### config.mk
export PLATFORM = sky130hd
export DESIGN_NAME = ne_fp_norm_ctrl
export DESIGN_NICKNAME = d
export VERILOG_FILES = /design/src/rtl/ne_fp_pkg.sv /design/src/rtl/ne_fp_sfl_blk_w33s6.sv /design/src/rtl/ne_fp_norm_ctrl.sv
export SDC_FILE = /design/constraint.sdc
export NUM_CORES = 1
export LEC_CHECK = 0
export CAP_MARGIN = 20
export CORE_MARGIN = 2
export CORE_UTILIZATION = 50
export DETAILED_ROUTE_END_ITERATION = 10
export GPL_TIMING_DRIVEN = 0
export PLACE_DENSITY_LB_ADDON = 0.2
export RECOVER_POWER = 50
export SETUP_SLACK_MARGIN = 0.3
export SLEW_MARGIN = 30
export SYNTH_ARGS = -nofsm -noshare
export SYNTH_HDL_FRONTEND = slang
export SYNTH_HIERARCHICAL = 1
export SYNTH_SLANG_ARGS = --single-unit
### constraint.sdc
create_clock -name clk -period 2.8 [get_ports clk]
set_clock_uncertainty 0.05 [all_clocks]
set_input_delay 0.28 -clock clk [delete_from_list [all_inputs] [get_ports clk]]
set_output_delay 0.28 -clock clk [all_outputs]
set_load 0.05 [all_outputs]
### src/rtl/ne_fp_pkg.sv
// Shared types and default widths for the ne_fp normalization path.
package ne_fp_pkg;

    localparam int NE_BW_MAN = 33;
    localparam int NE_BW_SF  = 6;
    localparam int NE_BW_EXP = 10;

    typedef enum logic [1:0] {
        NE_NORM_IDLE  = 2'd0,
        NE_NORM_LZC   = 2'd1,
        NE_NORM_SHIFT = 2'd2,
        NE_NORM_OUT   = 2'd3
    } ne_norm_state_e;

endpackage

### src/rtl/ne_fp_sfl_blk_w33s6.sv
// Shared combinational left shifter; SIGNED keeps the sign bit, otherwise plain zero-fill shift.
module ne_fp_sfl_blk_w33s6
    import ne_fp_pkg::*;
#(
    parameter int BW_DATA = NE_BW_MAN,
    parameter int BW_SF   = NE_BW_SF,
    parameter bit SIGNED  = 1'b0
) (
    input  logic [BW_DATA-1:0] i_a,
    input  logic [BW_SF-1:0]   i_s,
    output logic [BW_DATA-1:0] o_z
);

    logic [BW_DATA-1:0] w_shl;

    assign w_shl = i_a << i_s;

    generate
        if (SIGNED) begin : g_signed
            assign o_z = {i_a[BW_DATA-1], w_shl[BW_DATA-2:0]};
        end else begin : g_unsigned
            assign o_z = w_shl;
        end
    endgenerate

endmodule

### src/rtl/ne_fp_norm_ctrl.sv
// Multi-cycle normalizer: leading-zero count, exponent-clamped left shift, result handshake.
module ne_fp_norm_ctrl
    import ne_fp_pkg::*;
#(
    parameter int BW_DATA = NE_BW_MAN,
    parameter int BW_SF   = NE_BW_SF,
    parameter int BW_EXP  = NE_BW_EXP
) (
    input  logic               clk,
    input  logic               rst_n,
    input  logic               in_vld,
    output logic               in_rdy,
    input  logic [BW_DATA-1:0] in_man,
    input  logic [BW_EXP-1:0]  in_exp,
    output logic               out_vld,
    input  logic               out_rdy,
    output logic [BW_DATA-1:0] out_man,
    output logic [BW_EXP-1:0]  out_exp,
    output logic               out_zero,
    output logic               out_uf,
    output logic               busy
);

    ne_norm_state_e     r_state;
    logic [BW_DATA-1:0] r_man;
    logic [BW_EXP-1:0]  r_exp;
    logic [BW_SF-1:0]   r_sh;
    logic               r_zero;
    logic               r_uf;
    logic [BW_DATA-1:0] r_man_o;
    logic [BW_EXP-1:0]  r_exp_o;
    logic               r_zero_o;
    logic               r_uf_o;
    logic               r_in_rdy;
    logic               r_out_vld;
    logic               r_busy;

    logic [BW_SF-1:0]   w_lz;
    logic               w_lz_gt_exp;
    logic [BW_SF-1:0]   w_sh;
    logic [BW_DATA-1:0] w_shl;

    // NOTE: w_lz gets a default before the scan so the block never holds a value (no latch).
    always_comb begin
        w_lz = BW_SF'(BW_DATA);
        for (int i = 0; i < BW_DATA; i++) begin
            if (r_man[i]) w_lz = BW_SF'(BW_DATA - 1 - i);
        end
    end

    // Shift is limited to the exponent so the result never needs a negative exponent.
    assign w_lz_gt_exp = BW_EXP'(w_lz) > r_exp;
    assign w_sh        = w_lz_gt_exp ? r_exp[BW_SF-1:0] : w_lz;

    ne_fp_sfl_blk_w33s6 #(
        .BW_DATA (BW_DATA),
        .BW_SF   (BW_SF),
        .SIGNED  (1'b0)
    ) u_sfl (
        .i_a (r_man),
        .i_s (r_sh),
        .o_z (w_shl)
    );

    // NOTE: all state here uses non-blocking assignments so every register samples pre-edge values.
    always_ff @(posedge clk or negedge rst_n) begin
        if (!rst_n) begin
            r_state   <= NE_NORM_IDLE;
            r_man     <= '0;
            r_exp     <= '0;
            r_sh      <= '0;
            r_zero    <= 1'b0;
            r_uf      <= 1'b0;
            r_man_o   <= '0;
            r_exp_o   <= '0;
            r_zero_o  <= 1'b0;
            r_uf_o    <= 1'b0;
            r_in_rdy  <= 1'b1;
            r_out_vld <= 1'b0;
            r_busy    <= 1'b0;
        end else begin
            case (r_state)
                NE_NORM_IDLE: begin
                    if (in_vld && r_in_rdy) begin
                        r_man    <= in_man;
                        r_exp    <= in_exp;
                        r_in_rdy <= 1'b0;
                        r_busy   <= 1'b1;
                        r_state  <= NE_NORM_LZC;
                    end
                end
                NE_NORM_LZC: begin
                    r_sh    <= w_sh;
                    r_zero  <= (r_man == '0);
                    r_uf    <= (r_man != '0) && w_lz_gt_exp;
                    r_state <= NE_NORM_SHIFT;
                end
                NE_NORM_SHIFT: begin
                    if (r_zero) begin
                        r_man_o <= '0;
                        r_exp_o <= '0;
                    end else begin
                        r_man_o <= w_shl;
                        r_exp_o <= r_exp - BW_EXP'(r_sh);
                    end
                    r_zero_o  <= r_zero;
                    r_uf_o    <= r_uf;
                    r_out_vld <= 1'b1;
                    r_state   <= NE_NORM_OUT;
                end
                NE_NORM_OUT: begin
                    if (out_rdy) begin
                        r_out_vld <= 1'b0;
                        r_in_rdy  <= 1'b1;
                        r_busy    <= 1'b0;
                        r_state   <= NE_NORM_IDLE;
                    end
                end
                default: begin
                    r_in_rdy  <= 1'b1;
                    r_out_vld <= 1'b0;
                    r_busy    <= 1'b0;
                    r_state   <= NE_NORM_IDLE;
                end
            endcase
        end
    end

    assign in_rdy   = r_in_rdy;
    assign out_vld  = r_out_vld;
    assign out_man  = r_man_o;
    assign out_exp  = r_exp_o;
    assign out_zero = r_zero_o;
    assign out_uf   = r_uf_o;
    assign busy     = r_busy;

endmodule
==> impl_metrics.csv, run 1 <==
group,metric,value,unit
sta,period_share,111,%
finish,multiInputGateArea,3950,um2
finish,regArea,2540,um2
sta,max_slew_margin,25.0,%
logic_synthesis,syn_inst,711,
sta,timing.fmax,0.322,GHz
logic_synthesis,avgSynthCellArea,9.45,um2
pwr,ir_drop,0.260,mV
route,routedWlPerCell,19.2,um
sta,whs,0.450,ns
route,num_vias,5944,
route,drt-initial-drc-count,540,
pwr,p_sw_share,21.7,%
outcome,status,"finished with violations",
logic_synthesis,netlist_area,6720,um2
sta,setup_viol,7,
pwr,power,2.86,mW
placed_design,place.gp.congestion,0.920,
pwr,internal_power,2.24,mW
clock_network,cts_buffers,9,
route,avgViaCountPerCell,5.87,
finish,nFillCells,1094,
clock_network,cts_sinks,101,
finish,drive_gt1_share,20.1,%
worst_setup_path,crit_path_max_incr_delay,0.61,ns
logic_synthesis,yosys_warnings,6,
logic_synthesis,ys_ff_latch,101,
worst_setup_path,cp-end-kind,"flip-flop",
floorplanning,io_pins,95,
floorplanning,die_x,120,um
logic_synthesis,yosysUniqueCellTypes,64,
sta,worst_pin_slew,1.12,ns
worst_setup_path,start_kind,"flip-flop",
logic_synthesis,synth_flop_cell,"dfrtp_1",
pwr,p_comb_share,3.3,%
worst_setup_path,cp_max_fo,7,
route,drt_pass1_iterations,5,
placed_design,dp_hpwl,15.0,mm
grt,grt_use_total,27.9,%
clock_network,worstSkewPairLatency,0.36,ns
worst_setup_path,worstPathArrival,3.29,ns
grt,grt_pass1_vias,5914,
worst_hold_path,hp-class,"reg -> reg",
grt,grt-ovfl-total,0,
logic_synthesis,synthArstFlopShare,100,%
job,drv_cap,0,
floorplanning,num_rows,42,
grt,grt_max_degree,56,
placed_design,io_buffer_count,94,
floorplanning,die_height,120,um
sta,finalHoldViolCount,0,
logic_synthesis,synth_seq_area_share,37.6,%
pwr,p_leak,3.57,nW
finish,num_antenna_cells,0,
grt,antenna_found_initial,0,
floorplanning,start_util,50.9,%
clock_network,clockRootBuffer,"clkbuf_16",
route,drt_wl_total,19.5,mm
pwr,clkPwrFrac,45.7,%
clock_network,cts.path.max_buffers,2,
clock_network,htreeDepth,3,
clock_network,tritoncts,"built",
worst_setup_path,path_cells,"or4_1 > or4_4 > inv_4 > ha_4 > and4_4 > a311o_1 > a31o_4 > mux2i_1 > a21oi_1",
outcome,failed_checks,"negative setup slack",
pwr,p_per_area,335,nW/um2
pwr,p_switching,0.619,mW
worst_setup_path,crit_path_top_delay_cell,"or4_1",
pwr,pwr-share-seq,51.0,%
sta,rsz0062_at_grt,"true",
logic_synthesis,synth_edf_count,0,
sta,slew_violations,0,
finish,areaGrowthSynthToFinish,26.8,%
finish,nNetsFinal,897,
finish,fin_util,64.6,%
worst_setup_path,cp.required,2.99,ns
route,drc,0,
floorplanning,die-area,14400,um2
route,drtAntennaViolNets,0,
grt,grt_pass1_wl,31.1,mm
sta,min_period,3.11,ns
floorplanning,design.core.area,13200,um2
clock_network,clkTransAtPathRegs,0.07,ns
logic_synthesis,syn_nets,776,
worst_setup_path,crit_type,"reg -> reg",
sta,fin_ws,-0.307,ns
## critical path, delay by kind of cell (launching register included)
family / cells / cell delay [ns]
and+or+nand+nor: 3 / 1.33
AOI/OAI and AO/OA: 3 / 0.68
DFF: 1 / 0.47
muxes: 1 / 0.19
buffers and inverters: 1 / 0.08
adders and majority gates: 1 / 0.19
## area by class of cell
cell class / instances / share of cell area, %
multi-input combinational: 504 / 46.4
sequential: 101 / 29.8
timing repair buffer: 110 / 12.4
inverter: 65 / 2.94
clock buffer: 10 / 2.80
tap: 176 / 2.58
buffer: 41 / 2.30
clock inverter: 6 / 0.807
## what timing repair did
item / CTS / global route
endpoints found under the setup margin: 11 / 25
hold buffers: 1 / 0
resized for setup: 23 / 31
endpoints found under the hold margin: 45 / 0
pin swaps: 4 / 11
setup buffers: 8 / 6
## final timing paths
path                             from          to  slack [ns]  depth (start not counted)
max                          r_man[8]     r_sh[3]       -0.31                          9
min                        out_exp[3]  out_exp[3]        0.45                          1
max reg2reg                  r_man[8]     r_sh[3]       -0.31                          9
min reg2reg                out_exp[3]  out_exp[3]        0.45                          1
max in group asynchronous       rst_n   r_man[18]        0.60                          3
min in group asynchronous       rst_n  out_exp[7]        0.62                          2
## synthesized netlist by cell type, types with 4 or more instances
cell | instances | area share, %
nor2_1 | 61 | 3.4
a21oi_1 | 18 | 1.3
o21a_1 | 4 | 0.45
o21ai_0 | 53 | 3.9
or3_1 | 4 | 0.37
nand3_1 | 10 | 0.74
dfrtp_1 | 100 | 37
nor4_1 | 7 | 0.65
mux2i_1 | 26 | 3.9
inv_1 | 62 | 3.5
a22o_1 | 8 | 1.0
nor2b_1 | 11 | 1.0
nand2b_1 | 7 | 0.65
ha_1 | 17 | 3.2
nor3_1 | 8 | 0.60
nand3b_1 | 31 | 3.5
mux4_2 | 10 | 3.4
or2_2 | 6 | 0.56
o211ai_1 | 11 | 1.2
mux2_2 | 68 | 11
o31ai_1 | 8 | 0.89
a31oi_1 | 11 | 1.0
or4_1 | 4 | 0.45
clkbuf_1 | 30 | 1.7
a211oi_1 | 18 | 2.0
nand2_1 | 37 | 2.1
o22ai_1 | 19 | 1.8
## sequential cells by signal, summed over array words and instances (netlist names)
signal	cells
out_man	33
r_state	2
out_vld	1
in_rdy	1
r_zero	1
busy	1
r_exp	10
out_exp	10
r_sh	6
out_uf	1
out_zero	1
r_man	33
r_uf	1
## cells in the final DEF (no fill, tap or decap), types with 9 or more instances in the layout
master | Yosys | layout
clkbuf_16 | 0 | 9
a21oi_1 | 18 | 16
nand3b_1 | 31 | 31
a31oi_1 | 11 | 10
clkdlybuf4s50_1 | 0 | 79
a211oi_1 | 18 | 12
o21ai_0 | 53 | 47
o211ai_1 | 11 | 11
ha_1 | 17 | 16
nor2_1 | 61 | 61
dlygate4sd3_1 | 0 | 15
mux2i_1 | 26 | 23
dfrtp_1 | 100 | 94
nand2_1 | 37 | 37
nor2b_1 | 11 | 10
inv_1 | 62 | 62
nand3_1 | 10 | 9
mux4_2 | 10 | 10
o22ai_1 | 19 | 19
clkbuf_1 | 30 | 28
buf_4 | 2 | 16
mux2_2 | 68 | 67
## layer usage
layer	up-vias	track usage [%]	part of all wire [%]
li1	2835	-	-
met3	38	4.80	4.2
met5	-	0	0
met1	2900	37.8	45
met4	0	12.1	3.3
met2	171	44.1	47
## stage by stage
step                cell area (um2)  setup WS [ns]  cells  TNS [ns]
floorplan                      6740         -0.175    711     -1.06
global placement               7900          -2.08    981   -211.91
detailed placement             7930         -0.628    982     -4.17
CTS                            8400         -0.367   1007     -2.04
global route                   8520         -0.375   1013     -2.30
finish                         8520         -0.307   1013     -1.63
## power by group through the flow
stage                     Combinational (mW)  Clock, mW  Sequential [mW]
after global placement                0.0911          0             1.49
after detailed placement              0.0998          0             1.49
after CTS                              0.101       1.33             1.46
after global routing                   0.104       1.39             1.46
final                                 0.0930       1.31             1.46
after floorplan                     0.000901          0             1.49
## kinds of logic (layout without fill, tap and decap cells)
group	Yosys count	count (layout)	share of synthesized area (%)
multiplexers	105	105	18.8
flip-flops	101	101	37.6
buffers and inverters	106	232	6.50
AND/OR/NAND/NOR	197	197	15.4
AO/OA/AOI/OAI	180	180	17.7
XOR/XNOR	4	4	0.521
adder cells (fa/ha/maj)	18	18	3.46
Power figures use the tool's default switching activity.
==> inputs of run 2 (changes only) <==
HOLD_SLACK_MARGIN = 0.06   (was default)
==> results of run 2 <==
No change in the layout: final DEF, timing and power equal those of run 1.
